$ cat config.mk
export PLATFORM = sky130hd
export DESIGN_NAME = tiger_memaccess_flat
export DESIGN_NICKNAME = d
export VERILOG_FILES = /design/src/rtl/tiger_memaccess_if.sv /design/src/rtl/tiger_memaccess.sv /design/src/flat_wrapper.sv
export SDC_FILE = /design/constraint.sdc
export NUM_CORES = 1
export LEC_CHECK = 0
export ABC_CLOCK_PERIOD_IN_PS = 7000
export CORE_MARGIN = 3
export CORE_UTILIZATION = 35
export DETAILED_ROUTE_END_ITERATION = 16
export DONT_BUFFER_PORTS = 1
export GPL_ROUTABILITY_DRIVEN = 1
export PLACE_DENSITY = 0.49
export SLEW_MARGIN = 20
export SYNTH_ARGS = -nofsm -noshare
export SYNTH_HDL_FRONTEND = slang
export SYNTH_SLANG_ARGS = --single-unit
export TNS_END_PERCENT = 20
$ cat constraint.sdc
create_clock -name clk -period 7 [get_ports clk]
set_input_delay 2.1 -clock clk [delete_from_list [all_inputs] [get_ports clk]]
set_output_delay 2.1 -clock clk [all_outputs]
set_load 0.02 [all_outputs]
$ cat src/rtl/tiger_memaccess_if.sv
// Signal bundle for the Tiger memory-access stage: execute inputs, Avalon-MM data
// master and the registered writeback bundle.
interface tiger_memaccess_if;
    logic        ex_valid;
    logic        ex_load;
    logic        ex_store;
    logic [1:0]  ex_size;
    logic        ex_signed;
    logic [31:0] ex_aluout;
    logic [31:0] ex_storedata;
    logic        ex_regwrite;
    logic [4:0]  ex_regnum;
    logic        stall;

    logic [31:0] avm_address;
    logic        avm_read;
    logic        avm_write;
    logic [31:0] avm_writedata;
    logic [3:0]  avm_byteenable;
    logic [31:0] avm_readdata;
    logic        avm_waitrequest;
    logic        avm_readdatavalid;

    logic        wb_valid;
    logic        wb_regwrite;
    logic [4:0]  wb_regnum;
    logic [31:0] wb_data;
    logic        misaligned;

    modport master (
        input  ex_valid, ex_load, ex_store, ex_size, ex_signed, ex_aluout,
               ex_storedata, ex_regwrite, ex_regnum,
               avm_readdata, avm_waitrequest, avm_readdatavalid,
        output stall, avm_address, avm_read, avm_write, avm_writedata, avm_byteenable,
               wb_valid, wb_regwrite, wb_regnum, wb_data, misaligned
    );

    modport slave (
        output ex_valid, ex_load, ex_store, ex_size, ex_signed, ex_aluout,
               ex_storedata, ex_regwrite, ex_regnum,
               avm_readdata, avm_waitrequest, avm_readdatavalid,
        input  stall, avm_address, avm_read, avm_write, avm_writedata, avm_byteenable,
               wb_valid, wb_regwrite, wb_regnum, wb_data, misaligned
    );
endinterface

$ cat src/rtl/tiger_memaccess.sv
// Tiger MIPS memory-access stage: one instruction per cycle from execute, loads and
// stores over Avalon-MM through a small FSM, registered writeback bundle out.
module tiger_memaccess (
    input logic               clk,
    input logic               reset,
    tiger_memaccess_if.master bus
);
    typedef enum logic [1:0] {IDLE, RD_REQ, RD_WAIT, WR_REQ} state_t;

    state_t      state;
    state_t      state_next;
    logic [1:0]  ld_lane;
    logic [1:0]  ld_size;
    logic        ld_signed;
    logic        ld_regwrite;
    logic [4:0]  ld_regnum;
    logic        accept;
    logic        is_mem;
    logic        mis;

    function automatic logic [3:0] lane_mask(input logic [1:0] size, input logic [1:0] lane);
        case (size)
            2'b00:   return 4'b0001 << lane;
            2'b01:   return lane[1] ? 4'b1100 : 4'b0011;
            default: return 4'b1111;
        endcase
    endfunction

    function automatic logic [31:0] store_data(input logic [1:0] size, input logic [31:0] d);
        case (size)
            2'b00:   return {4{d[7:0]}};
            2'b01:   return {2{d[15:0]}};
            default: return d;
        endcase
    endfunction

    function automatic logic misaligned_access(input logic [1:0] size, input logic [1:0] lane);
        case (size)
            2'b00:   return 1'b0;
            2'b01:   return lane[0];
            default: return lane != 2'b00;
        endcase
    endfunction

    function automatic logic [31:0] load_extract(input logic [31:0] rd, input logic [1:0] size,
                                                 input logic [1:0] lane, input logic sgn);
        logic [7:0]  b;
        logic [15:0] h;
        b = rd[{lane, 3'b000} +: 8];
        h = rd[{lane[1], 4'b0000} +: 16];
        case (size)
            2'b00:   return {{24{sgn & b[7]}}, b};
            2'b01:   return {{16{sgn & h[15]}}, h};
            default: return rd;
        endcase
    endfunction

    // stall is a registered decode of state, so accept only needs the state
    assign accept = bus.ex_valid && (state == IDLE);
    assign is_mem = bus.ex_load || bus.ex_store;
    assign mis    = is_mem && misaligned_access(bus.ex_size, bus.ex_aluout[1:0]);

    always_comb begin
        state_next = state;
        case (state)
            IDLE: begin
                if (accept && !mis) begin
                    if (bus.ex_load)       state_next = RD_REQ;
                    else if (bus.ex_store) state_next = WR_REQ;
                end
            end
            RD_REQ:  if (!bus.avm_waitrequest)  state_next = RD_WAIT;
            RD_WAIT: if (bus.avm_readdatavalid) state_next = IDLE;
            WR_REQ:  if (!bus.avm_waitrequest)  state_next = IDLE;
            default: state_next = IDLE;
        endcase
    end

    always_ff @(posedge clk or posedge reset) begin
        if (reset) begin
            state              <= IDLE;
            bus.stall          <= 1'b0;
            bus.avm_read       <= 1'b0;
            bus.avm_write      <= 1'b0;
            bus.avm_address    <= '0;
            bus.avm_writedata  <= '0;
            bus.avm_byteenable <= '0;
            bus.wb_valid       <= 1'b0;
            bus.wb_regwrite    <= 1'b0;
            bus.wb_regnum      <= '0;
            bus.wb_data        <= '0;
            bus.misaligned     <= 1'b0;
        end else begin
            state          <= state_next;
            bus.stall      <= (state_next != IDLE);
            bus.avm_read   <= (state_next == RD_REQ);
            bus.avm_write  <= (state_next == WR_REQ);
            bus.wb_valid   <= 1'b0;
            bus.misaligned <= 1'b0;
            case (state)
                IDLE: begin
                    if (accept) begin
                        if (is_mem && !mis) begin
                            bus.avm_address    <= {bus.ex_aluout[31:2], 2'b00};
                            bus.avm_byteenable <= lane_mask(bus.ex_size, bus.ex_aluout[1:0]);
                            if (bus.ex_store)
                                bus.avm_writedata <= store_data(bus.ex_size, bus.ex_storedata);
                        end else begin
                            bus.wb_valid <= 1'b1;
                            bus.wb_data  <= bus.ex_aluout;
                            if (mis) begin
                                bus.wb_regwrite <= 1'b0;
                                bus.misaligned  <= 1'b1;
                            end else begin
                                bus.wb_regwrite <= bus.ex_regwrite;
                                bus.wb_regnum   <= bus.ex_regnum;
                            end
                        end
                    end
                end
                RD_WAIT: begin
                    if (bus.avm_readdatavalid) begin
                        bus.wb_valid    <= 1'b1;
                        bus.wb_data     <= load_extract(bus.avm_readdata, ld_size, ld_lane, ld_signed);
                        bus.wb_regwrite <= ld_regwrite;
                        bus.wb_regnum   <= ld_regnum;
                    end
                end
                WR_REQ: begin
                    if (!bus.avm_waitrequest) begin
                        bus.wb_valid    <= 1'b1;
                        bus.wb_regwrite <= 1'b0;
                    end
                end
                default: ;
            endcase
        end
    end

    // Load context captured at accept; only meaningful while a read is in flight
    always_ff @(posedge clk) begin
        if (accept && bus.ex_load && !mis) begin
            ld_lane     <= bus.ex_aluout[1:0];
            ld_size     <= bus.ex_size;
            ld_signed   <= bus.ex_signed;
            ld_regwrite <= bus.ex_regwrite;
            ld_regnum   <= bus.ex_regnum;
        end
    end
endmodule

$ cat src/flat_wrapper.sv
// flat-port wrapper written by rule: the top's interface ports become plain ports
module tiger_memaccess_flat 
  (clk, reset, bus_ex_valid, bus_ex_load, bus_ex_store, bus_ex_size, bus_ex_signed, bus_ex_aluout, bus_ex_storedata, bus_ex_regwrite, bus_ex_regnum, bus_avm_readdata, bus_avm_waitrequest, bus_avm_readdatavalid, bus_stall, bus_avm_address, bus_avm_read, bus_avm_write, bus_avm_writedata, bus_avm_byteenable, bus_wb_valid, bus_wb_regwrite, bus_wb_regnum, bus_wb_data, bus_misaligned);
  tiger_memaccess_if bus_i ();
  input logic clk;
  input logic reset;
  input wire logic [$bits(bus_i.ex_valid)-1:0] bus_ex_valid;
  input wire logic [$bits(bus_i.ex_load)-1:0] bus_ex_load;
  input wire logic [$bits(bus_i.ex_store)-1:0] bus_ex_store;
  input wire logic [$bits(bus_i.ex_size)-1:0] bus_ex_size;
  input wire logic [$bits(bus_i.ex_signed)-1:0] bus_ex_signed;
  input wire logic [$bits(bus_i.ex_aluout)-1:0] bus_ex_aluout;
  input wire logic [$bits(bus_i.ex_storedata)-1:0] bus_ex_storedata;
  input wire logic [$bits(bus_i.ex_regwrite)-1:0] bus_ex_regwrite;
  input wire logic [$bits(bus_i.ex_regnum)-1:0] bus_ex_regnum;
  input wire logic [$bits(bus_i.avm_readdata)-1:0] bus_avm_readdata;
  input wire logic [$bits(bus_i.avm_waitrequest)-1:0] bus_avm_waitrequest;
  input wire logic [$bits(bus_i.avm_readdatavalid)-1:0] bus_avm_readdatavalid;
  output wire logic [$bits(bus_i.stall)-1:0] bus_stall;
  output wire logic [$bits(bus_i.avm_address)-1:0] bus_avm_address;
  output wire logic [$bits(bus_i.avm_read)-1:0] bus_avm_read;
  output wire logic [$bits(bus_i.avm_write)-1:0] bus_avm_write;
  output wire logic [$bits(bus_i.avm_writedata)-1:0] bus_avm_writedata;
  output wire logic [$bits(bus_i.avm_byteenable)-1:0] bus_avm_byteenable;
  output wire logic [$bits(bus_i.wb_valid)-1:0] bus_wb_valid;
  output wire logic [$bits(bus_i.wb_regwrite)-1:0] bus_wb_regwrite;
  output wire logic [$bits(bus_i.wb_regnum)-1:0] bus_wb_regnum;
  output wire logic [$bits(bus_i.wb_data)-1:0] bus_wb_data;
  output wire logic [$bits(bus_i.misaligned)-1:0] bus_misaligned;
  assign bus_i.ex_valid = bus_ex_valid;
  assign bus_i.ex_load = bus_ex_load;
  assign bus_i.ex_store = bus_ex_store;
  assign bus_i.ex_size = bus_ex_size;
  assign bus_i.ex_signed = bus_ex_signed;
  assign bus_i.ex_aluout = bus_ex_aluout;
  assign bus_i.ex_storedata = bus_ex_storedata;
  assign bus_i.ex_regwrite = bus_ex_regwrite;
  assign bus_i.ex_regnum = bus_ex_regnum;
  assign bus_i.avm_readdata = bus_avm_readdata;
  assign bus_i.avm_waitrequest = bus_avm_waitrequest;
  assign bus_i.avm_readdatavalid = bus_avm_readdatavalid;
  assign bus_stall = bus_i.stall;
  assign bus_avm_address = bus_i.avm_address;
  assign bus_avm_read = bus_i.avm_read;
  assign bus_avm_write = bus_i.avm_write;
  assign bus_avm_writedata = bus_i.avm_writedata;
  assign bus_avm_byteenable = bus_i.avm_byteenable;
  assign bus_wb_valid = bus_i.wb_valid;
  assign bus_wb_regwrite = bus_i.wb_regwrite;
  assign bus_wb_regnum = bus_i.wb_regnum;
  assign bus_wb_data = bus_i.wb_data;
  assign bus_misaligned = bus_i.misaligned;
  tiger_memaccess u_core (.clk(clk), .reset(reset), .bus(bus_i));
endmodule
* After elaboration in Yosys (flattened, before gate mapping)
Index checks and enable logic that the tools add are counted.
** Cells by class
- Shifts and indexed selects :: 3
- Bitwise operators :: 2
- Muxes and demuxes :: 36
- Eq/ne operators :: 12
- Reduce and logical (&&, ||, !) cells :: 20
** Operators by type and width (number)
- case mux 32 bit (2 select lines) :: 3
- 2-to-1 mux 32 bit :: 3
- variable part select 32 x 6 -> 16 bit :: 1
- variable part select 32 x 6 -> 8 bit :: 1
- 2-to-1 mux 5 bit :: 4
- 2-to-1 mux 1 bit :: 13
- 2-to-1 mux 2 bit :: 6
- case mux 5 bit (2 select lines) :: 1
- AND reduction 5 bit :: 2
- == test 2 x 1 -> 1 bit (second input constant) :: 4
- inequality test 2 bit (second input constant) :: 4
- case mux 2 bit (4 select lines) :: 1
- case mux 4 bit (2 select lines) :: 1
- AND reduction 4 bit :: 2
- == test 2 bit (second input constant) :: 3
- logical AND 1 bit :: 6
- logical NOT 2 bit :: 3
- case mux 1 bit (3 select lines) :: 2
- nonzero test 2 bit :: 3
- 2-to-1 mux 4 bit :: 1
- << shifter 1 x 2 -> 4 bit (first input constant) :: 1
- AND reduction 3 bit :: 1
- nonzero test 3 bit :: 1
- AND 1 bit :: 2
- 4 further kinds :: 4
** Word-level totals
- Output and inout bits :: 111
- Bits in registers :: 122
- Bits of input ports :: 112
- Word-level logic and storage cells :: 90

* Longest topological paths before layout
Gate-level depths: netlist (run 1).
- Word-level depth :: 8
- Mapped depth :: 8

* Least setup slack after synthesis (run 1)
OpenSTA, ideal clock, no wires.
- Kind :: input to register
- From :: in bus_ex_valid
- To :: reg u_core.bus.wb_data[10] (netlist name)
- Stages :: 5
- Path buffers :: 1
- Data arrival time :: 3.254 ns
- Path slack :: 3.620 ns
- Path through :: or3b_4 -> a31o_4 -> buf_6 -> and3_1 -> a221o_1
** Between the ends
- Word-level cells in the longest chain between the ends :: 3
** Ends and longest elaborated chain
- start: declaration :: RTL line flat_wrapper.sv:7 : input wire logic [$bits(bus_i.ex_valid)-1:0] bus_ex_valid;
- logical AND 1 bit :: RTL line tiger_memaccess.sv:59 : assign accept = bus.ex_valid && (state == IDLE);
- inequality test 2 x 1 -> 1 bit (no source line)
- AND reduction 4 bit (no source line)
- end signal: assignment :: RTL line tiger_memaccess.sv:110 : bus.wb_data <= bus.ex_aluout;
- end signal: assignment :: RTL line tiger_memaccess.sv:124 : bus.wb_data <= load_extract(bus.avm_readdata, ld_size, ld_lane, ld_signed);
- end: declaration :: RTL line tiger_memaccess_if.sv:35 : wb_valid, wb_regwrite, wb_regnum, wb_data, misaligned
Every way passes these cells.
A chain may end at the register's enable or synchronous reset.

* Worst setup path in the final report (run 1)
- From :: in bus_ex_load
- To :: reg u_core.bus.wb_data[7] (netlist name)
** Between the ends
- Word-level cells in the longest chain between the ends :: 6
** Ends and longest elaborated chain
- start: declaration :: RTL line flat_wrapper.sv:8 : input wire logic [$bits(bus_i.ex_load)-1:0] bus_ex_load;
- logical OR 1 bit * :: RTL line tiger_memaccess.sv:60 : assign is_mem = bus.ex_load || bus.ex_store;
- logical AND 1 bit :: RTL line tiger_memaccess.sv:61 : assign mis = is_mem && misaligned_access(bus.ex_size, bus.ex_aluout[1:0]);
- logical NOT 1 bit :: RTL line tiger_memaccess.sv:103 : if (is_mem && !mis) begin
- logical AND 1 bit * :: RTL line tiger_memaccess.sv:103
- inequality test 2 bit (no source line) *
- AND reduction 4 bit (no source line) *
Every way passes the cells marked *; elsewhere a longest branch is shown, timed or not.

==> results.yml, run 1 <==
status:
  status: "completed"
place:
  hpwl_um: 12800
  post_dp_cell_area_um2: 6080
  gp_congestion: 0.781
  io_buffers: 0
  dpl.cell_count: 740
final_layout:
  finalNetCount: 651
  design_area_um2: 6690
  nFillCells: 1632
  diodes: 0
  fin_cells: 772
  fin_util: 0.402
  drive_gt1_frac: 0.196
  syn_to_final_growth_pct: 12.0
clocking:
  clkTransAtPathRegs_ns: 0.06
  cts_max_level: 4
  ctsHoldBuffers: 0
  clk-insertion-delay-late_ns: 0.42
  postCtsSetupRepairBufs: 0
  cts_buffers: 17
  cts.sinks: 122
  cts_buffer_depth: 2
  cts_root_buffer: "clkbuf_16"
  cts_resized: 0
  tritoncts: "built"
die:
  die_w_um: 137
  dieArea_um2: 18700
  core-area_um2: 16600
  die_h_um: 137
  fp-row-count: 47
  ios: 223
  initial_core_util: 0.359
timing:
  rsz0062_at_grt: "false"
  min_period_over_period: 0.465
  min_period_ns: 3.25
  finalHoldViolCount: 0
  setup_violations: 0
  relSlewSlack: 0.364
  slew_violations: 0
  fin_skew_ns: 0.00511
  holdWs_ns: 0.533
  worstMarginPinSlew_ns: 0.950
  tns_ns: 0
  fmax_mhz: 307
global_routing:
  grtUsageTotal: 0.191
  grt_pass1_vias: 4524
  grt_max_degree: 58
  grt_antenna_before_repair: 1
  grt_pass1_wl_um: 27000
  grt_overflow: 0
worst_setup_path:
  cp_data_required_time_ns: 7.26
  r2r_end: "u_core.bus.wb_data[19]"
  timing.rr.start: "u_core.ld_lane[1]"
  cp_max_fo: 24
  worstSetupStartpointType: "input pin"
  crit_arrival_ns: 3.51
  reg2regPathDepth: 4
  end_kind: "register"
  worstSetupPathType: "input pin to register"
  worst-r2r-setup-slack_ns: 4.45
synthesis:
  async_flop_share: 0.910
  yosysMostFrequentCell: "dfrtp_1"
  synth_area_um2: 5970
  syn_avg_cell_area_um2: 10.7
  synth_area_leaders: "dfrtp_1 47%, mux2_2 9.1%, edfxtp_1 5.5%"
  seq_area_frac_synth: 0.521
  synth_edf_count: 11
  yosys_register_bits: 122
  synthTopCellsByCount: "111 x dfrtp_1, 49 x nor2_1, 48 x mux2_2"
  synth_top_cell_by_area: "dfrtp_1"
  synth_top_area_frac: 0.465
  postSynthCellCount: 559
  synthDistinctLibCells: 44
  ys_warn_count: 0
  ys.flop_type: "dfrtp_1"
power_and_ir_drop:
  ir_drop_mv: 0.176
  p_leak_uw: 0.00283
  comb_power_share: 0.174
  p_int_uw: 1800
  switching_share: 0.397
  p_clk_frac: 0.299
  power.density_nw_per_um2: 447
  seq_power_share: 0.527
  p_sw_uw: 1190
min_path:
  hold_path_depth: 2
  min_from: "u_core.ld_regnum[4]"
  min_to: "u_core.bus.wb_regnum[4]"
  hp-class: "register to register"
flow_run:
  drv.max_cap_violation_count: 0
routing:
  first_pass_iters: 4
  detail-route-antenna-nets: 0
  drt_iter0_markers: 234
  wire_per_inst_um: 22.9
  wirelength_um: 17700
  drcViolationCount: 0
  vias_per_cell: 5.57
  vias: 4299
flip-flops by register name, summed over array words and instances, names as in the netlist, 2 cells and up:
| register | cells |
|---|---|
| u_core.bus.wb_data | 32 |
| u_core.ld_size | 2 |
| u_core.state | 2 |
| u_core.bus.avm_byteenable | 4 |
| u_core.ld_lane | 2 |
| u_core.bus.avm_address | 30 |
| u_core.ld_regnum | 5 |
| u_core.bus.avm_writedata | 32 |
| u_core.bus.wb_regnum | 5 |
power by group through the flow:
stage / sequential [µW] / combinational, µW / clock, µW
after floorplan: 1500 / 456 / 0
after global placement: 1590 / 506 / 0
after detailed placement: 1590 / 531 / 0
after CTS: 1590 / 531 / 914
after global routing: 1620 / 592 / 952
final: 1580 / 519 / 894
through the flow:
step | power [µW] | setup slack (ns)
after floorplan | 1950 | 1.97
after global placement | 2100 | 3.38
after detailed placement | 2130 | 3.27
after CTS | 3030 | 3.71
after global routing | 3160 | 3.62
final | 2990 | 3.75
cell families (layout without fill, tap and decap cells):
family | after synthesis | count (layout) | share of synthesized area
buffers and inverters | 60 | 52 | 0.0461
and+or+nand+nor | 150 | 150 | 0.115
muxes | 72 | 72 | 0.131
DFF | 122 | 122 | 0.521
AOI/OAI and AO/OA | 154 | 154 | 0.187
other | 1 | 2 | 0.000628
worst max-delay path: stages:
cell     delay (ns)
or2_0          0.27
a31oi_4        0.24
a21oi_4        0.68
o31ai_1        0.20
routing by layer:
metal  GRT usage  share of wire
met1       0.227           0.39
met2       0.308           0.49
met3      0.0871          0.099
met4      0.0649          0.020
met5           0        0.00073
layout by cell type, fill, tap and decap left out, types with 2 or more instances in the layout:
cell	instances
clkinv_4	3
nand2_1	43
a31oi_1	5
buf_4	5
nand4_1	2
o31ai_1	14
mux2_2	48
a211oi_1	7
dfrtp_1	111
and3_1	9
inv_1	14
clkinv_2	3
a221o_1	9
nor3_1	2
nor2_1	48
o31a_1	7
inv_6	2
clkbuf_16	18
a221oi_1	18
o21ai_0	37
nand3_1	25
mux2i_1	24
o31ai_2	10
clkinvlp_4	3
nor3b_1	4
edfxtp_1	11
nor2b_1	8
bufinv_16	2
nand2b_1	2
a21oi_1	36
conb_1	2
final cells by class:
class	count	area [µm²]	area share
flip-flops and latches	122	3110	0.465
multi-input cells	378	2600	0.389
clock inverters	13	141	0.0211
inverters	15	58.8	0.00879
clock buffers	19	464	0.0694
well taps	220	275	0.0412
repair buffers	5	37.5	0.00561
how the worst max path moves through the flow:
stage / startpoint / end / cells past startpoint
CTS: bus_ex_load / u_core.bus.wb_data[7] / 4
finish: bus_ex_load / u_core.bus.wb_data[7] / 4
floorplan: reset / u_core.bus.avm_address[10] / 1
global placement: bus_ex_load / u_core.bus.wb_data[24] / 4
global route: bus_ex_load / u_core.bus.wb_data[7] / 4
detailed placement: bus_ex_load / u_core.bus.wb_data[22] / 4
No activity file was read; power rests on OpenSTA's default activity.
==> inputs of run 2 (changes only) <==
- ABC_CLOCK_PERIOD_IN_PS: 7000 -> 3300
- clock period: 7 -> 3.3 ns (I/O delays scaled with it)
==> run 2 against run 1 <==
Effect of this change: sequential share of layout area is 0.23 points lower; first-iteration DRC count is 45% higher; clock skew is 0.012 ns higher; critical path type is now register to register; power is 110% higher.
==> results.yml, run 2 (synthesized netlist as in run 1, its figures left out) <==
die:
  dieArea_um2: 18700
  ios: 223
  die_h_um: 137
  fp-row-count: 47
  initial_core_util: 0.359
  die_w_um: 137
  core-area_um2: 16600
timing:
  min_period_ns: 2.20
  finalHoldViolCount: 0
  fin_skew_ns: 0.0167
  relSlewSlack: 0.276
  slew_violations: 0
  worstMarginPinSlew_ns: 1.08
  fmax_mhz: 454
  min_period_over_period: 0.667
  setup_violations: 0
  rsz0062_at_grt: "false"
  tns_ns: 0
clocking:
  cts_buffers: 17
  clk-insertion-delay-late_ns: 0.42
  ctsHoldBuffers: 0
  postCtsSetupRepairBufs: 0
  cts_resized: 0
  cts_buffer_depth: 2
  cts.sinks: 122
  clkTransAtPathRegs_ns: 0.06
  cts_max_level: 4
  tritoncts: "built"
  cts_root_buffer: "clkbuf_16"
final_layout:
  final_cell_mix: "111 x dfrtp_1, 49 x nor2_1, 48 x mux2_2"
  fin_util: 0.404
  drive_gt1_frac: 0.199
  largestRegisters: "u_core.bus.avm_writedata (32), u_core.bus.wb_data (32), u_core.bus.avm_address (30)"
  nFillCells: 1620
  final_common_cell: "dfrtp_1"
  design_area_um2: 6720
  finalNetCount: 656
  seqCellArea_um2: 3110
  multi_input_area_um2: 2590
  syn_to_final_growth_pct: 12.6
global_routing:
  grt_pass1_vias: 4486
  grt_overflow: 0
  grt_antenna_before_repair: 0
  grt_max_degree: 57
  grtUsageTotal: 0.189
  grt_pass1_wl_um: 26600
power_and_ir_drop:
  p_leak_uw: 0.00285
  ir_drop_mv: 0.371
  power.density_nw_per_um2: 941
min_path:
  hp-class: "register to register"
place:
  gp_congestion: 0.784
  post_dp_cell_area_um2: 6120
  hpwl_um: 12800
  io_buffers: 0
routing:
  wire_per_inst_um: 22.7
  vias: 4348
  first_pass_iters: 6
  drcViolationCount: 0
  detail-route-antenna-nets: 0
  vias_per_cell: 5.59
  wirelength_um: 17700
  drt_iter0_markers: 340
status:
  status: "completed"
worst_setup_path:
  worstSetupStartpointType: "register"
  cp_data_required_time_ns: 3.63
  cpMaxStageDelayCell: "nor2_1"
  cp_max_fo: 50
  path_cells: "buf_4 > nor2_1 > a221oi_1 > o31ai_1"
  crit_arrival_ns: 2.53
  worstSetupPathType: "register to register"
  critPathMaxStageDelay_ns: 0.88
  end_kind: "register"
flow_run:
  drv.max_cap_violation_count: 0
[run 2: changes by cell type in the layout (fill, tap and decap cells not counted), sizes merged]
cell | before | now
clkinv | 6 | 8
clkbuf | 19 | 18
inv | 17 | 16
diode | 0 | 1
buf | 5 | 10
[run 2: per-stage QoR]
step | worst slack, ns | instances | hold slack (ns) | total power, µW
2_1_floorplan | 0.967 | 560 | 0.504 | 4140
3_3_place_gp | 0.797 | 745 | 0.524 | 4460
3_5_place_dp | 0.692 | 745 | 0.518 | 4510
4_1_cts | 1.11 | 777 | 0.528 | 6410
5_1_grt | 0.944 | 777 | 0.564 | 6670
6_report | 1.10 | 778 | 0.528 | 6320
[run 2: final timing paths]
| check | startpoint | to | slack (ns) | cells past startpoint |
|---|---|---|---|---|
| min | u_core.ld_regnum[2] | u_core.bus.wb_regnum[2] | 0.53 | 2 |
| max in group asynchronous | reset | u_core.bus.misaligned | 1.95 | 2 |
| max | u_core.ld_size[1] | u_core.bus.wb_data[31] | 1.10 | 4 |
| max reg2reg | u_core.ld_size[1] | u_core.bus.wb_data[31] | 1.10 | 4 |
| min reg2reg | u_core.ld_regnum[2] | u_core.bus.wb_regnum[2] | 0.53 | 2 |
| min in group asynchronous | reset | u_core.bus.avm_address[28] | 0.57 | 1 |
[run 2: power by group]
group          internal, µW  switching [µW]
combinational           533             578
sequential             2120            1230
clock                  1160             711
total                  3810            2520
[run 2: cell type report]
cell class | count | share of cell area
diodes | 1 | 0.000372
clock buffers | 18 | 0.0670
clock inverters | 14 | 0.0216
inverters | 15 | 0.00894
multi-input cells | 378 | 0.386
flip-flops and latches | 122 | 0.462
well taps | 220 | 0.0410
repair buffers | 10 | 0.0130
[run 2: per-layer routing]
layer	track usage	vias to the layer above	wire length, µm
li1	-	2005	-
met1	0.229	2145	7170
met2	0.301	181	8490
met3	0.0772	17	1710
met4	0.0700	0	295
met5	0	-	0
[run 2: worst max-delay path: cells and delay by family, from the launching register on]
| kind | cells | cell delay, ns |
|---|---|---|
| AND/OR/NAND/NOR | 1 | 0.88 |
| AO/OA/AOI/OAI | 2 | 0.51 |
| flip-flops | 1 | 0.40 |
| buffers and inverters | 1 | 0.31 |
==> inputs of run 3 (changes only) <==
- ABC_CLOCK_PERIOD_IN_PS: 3300 -> 2100
- clock period: 3.3 -> 2.1 ns (I/O delays scaled with it)
==> run 3 against run 2 <==
Effect of this change: clock-buffer cell count grew 1; highest routed layer unchanged; core utilization grew 1.4 points; fmax grew 9.3%; cell area grew 3.4%; combinational power grew 66%; first-iteration DRC count shrank 36%.
==> results.yml, run 3 (synthesized netlist as in run 1, its figures left out) <==
global_routing:
  grt_pass1_wl_um: 26300
  grtUsageTotal: 0.186
  grt_antenna_before_repair: 0
  grt_pass1_vias: 4500
  grt_overflow: 0
  grt_max_degree: 57
final_layout:
  largestRegisters: "u_core.bus.avm_writedata (32), u_core.bus.wb_data (32), u_core.bus.avm_address (30)"
  fin_util: 0.418
  diodes: 0
  finalNetCount: 675
  syn_to_final_growth_pct: 16.5
  nFillCells: 1591
  drive_gt1_frac: 0.231
  design_area_um2: 6950
  fin_cells: 796
  final_cell_mix: "111 x dfrtp_1, 48 x mux2_2, 48 x nor2_1"
  final_common_cell: "dfrtp_1"
routing:
  vias_per_cell: 5.50
  wirelength_um: 17400
  first_pass_iters: 4
  drt_iter0_markers: 219
  vias: 4381
  drcViolationCount: 0
  detail-route-antenna-nets: 0
  wire_per_inst_um: 21.8
worst_setup_path:
  critPathMaxStageDelay_ns: 0.47
  cp_max_fo: 9
  end_kind: "register"
  worstSetupStartpointType: "register"
  worstSetupPathType: "register to register"
  cp_data_required_time_ns: 2.37
  crit_arrival_ns: 2.28
  cpMaxStageDelayCell: "a221oi_1"
  path_cells: "mux2_2 > a22o_1 > a221oi_1 > buf_4 > o31ai_2"
  reg2regPathDepth: 5
timing:
  rsz0062_at_grt: "false"
  min_period_ns: 2.01
  min_period_over_period: 0.958
  fin_skew_ns: 0.0185
  relSlewSlack: 0.443
  fmax_mhz: 497
  finalHoldViolCount: 0
  setup_violations: 0
  slew_violations: 0
  worstMarginPinSlew_ns: 0.833
die:
  die_w_um: 137
  die_h_um: 137
  initial_core_util: 0.359
  core-area_um2: 16600
  ios: 223
  dieArea_um2: 18700
  fp-row-count: 47
place:
  dpl.cell_count: 764
  gp_congestion: 0.780
  io_buffers: 0
  post_dp_cell_area_um2: 6330
  hpwl_um: 12900
clocking:
  clk-insertion-delay-late_ns: 0.43
  cts_max_level: 4
  cts_buffer_depth: 2
  cts_root_buffer: "clkbuf_16"
  cts_buffers: 17
  clkTransAtPathRegs_ns: 0.06
  cts.sinks: 122
  tritoncts: "built"
min_path:
  hp-class: "input pin to async pin"
power_and_ir_drop:
  total_power_uw: 10100
  power.density_nw_per_um2: 1450
  p_leak_uw: 0.00299
  ir_drop_mv: 0.554
status:
  status: "completed"
flow_run:
  drv.max_cap_violation_count: 0
run 3: repair_timing:
action	CTS	global route
hold buffers	0	0
resized for setup	0	3
setup endpoints to repair	0	25
setup buffers	0	0
run 3: path summary, 6_finish.rpt:
| check | startpoint | to | slack, ns |
|---|---|---|---|
| max in group asynchronous | reset | u_core.bus.wb_data[14] | 1.62 |
| worst max register to register | u_core.ld_lane[1] | u_core.bus.wb_data[29] | 0.09 |
| worst max-delay path | u_core.ld_lane[1] | u_core.bus.wb_data[29] | 0.09 |
| min in group clk | bus_ex_regnum[2] | u_core.ld_regnum[2] | 0.30 |
| worst min register to register | u_core.ld_regnum[3] | u_core.bus.wb_regnum[3] | 0.53 |
| worst min-delay path | reset | u_core.bus.avm_address[30] | 0.19 |
run 3: critical path, delay by kind of cell (launching register included):
kind | cells | cell delay [ns]
flip-flops | 1 | 0.43
multiplexers | 1 | 0.38
buffers and inverters | 1 | 0.19
AO/OA/AOI/OAI | 3 | 0.85
run 3: per-layer routing:
layer / global-route usage / part of all wire / wire, µm
met3: 0.0735 / 0.093 / 1620
met1: 0.226 / 0.40 / 6940
met2: 0.303 / 0.50 / 8630
met4: 0.0605 / 0.011 / 185
met5: 0 / 0 / 0
run 3: layout make-up:
class	instances	area [µm²]	share of cell area
flip-flops and latches	122	3110	0.447
multi-input cells	378	2600	0.374
clock buffers	19	475	0.0684
repair buffers	29	293	0.0421
well taps	220	275	0.0396
clock inverters	13	138	0.0198
inverters	15	60.1	0.00864
run 3: power by group:
group	leakage, µW	switching [µW]	total, µW	internal [µW]
clock network	0.000304	1120	3010	1890
logic	0.00124	924	1840	919
registers	0.00145	1920	5250	3330
total	0.00299	3960	10100	6140
run 3: through the flow:
step / hold slack, ns / TNS [ns] / setup slack [ns]
2_1_floorplan: 0.504 / 0 / 0.127
3_3_place_gp: 0.510 / -0.000109 / -0.000109
3_5_place_dp: 0.523 / -0.0526 / -0.0200
4_1_cts: 0.196 / 0 / 0.0873
5_1_grt: 0.205 / 0 / 0.0129
6_report: 0.186 / 0 / 0.0873
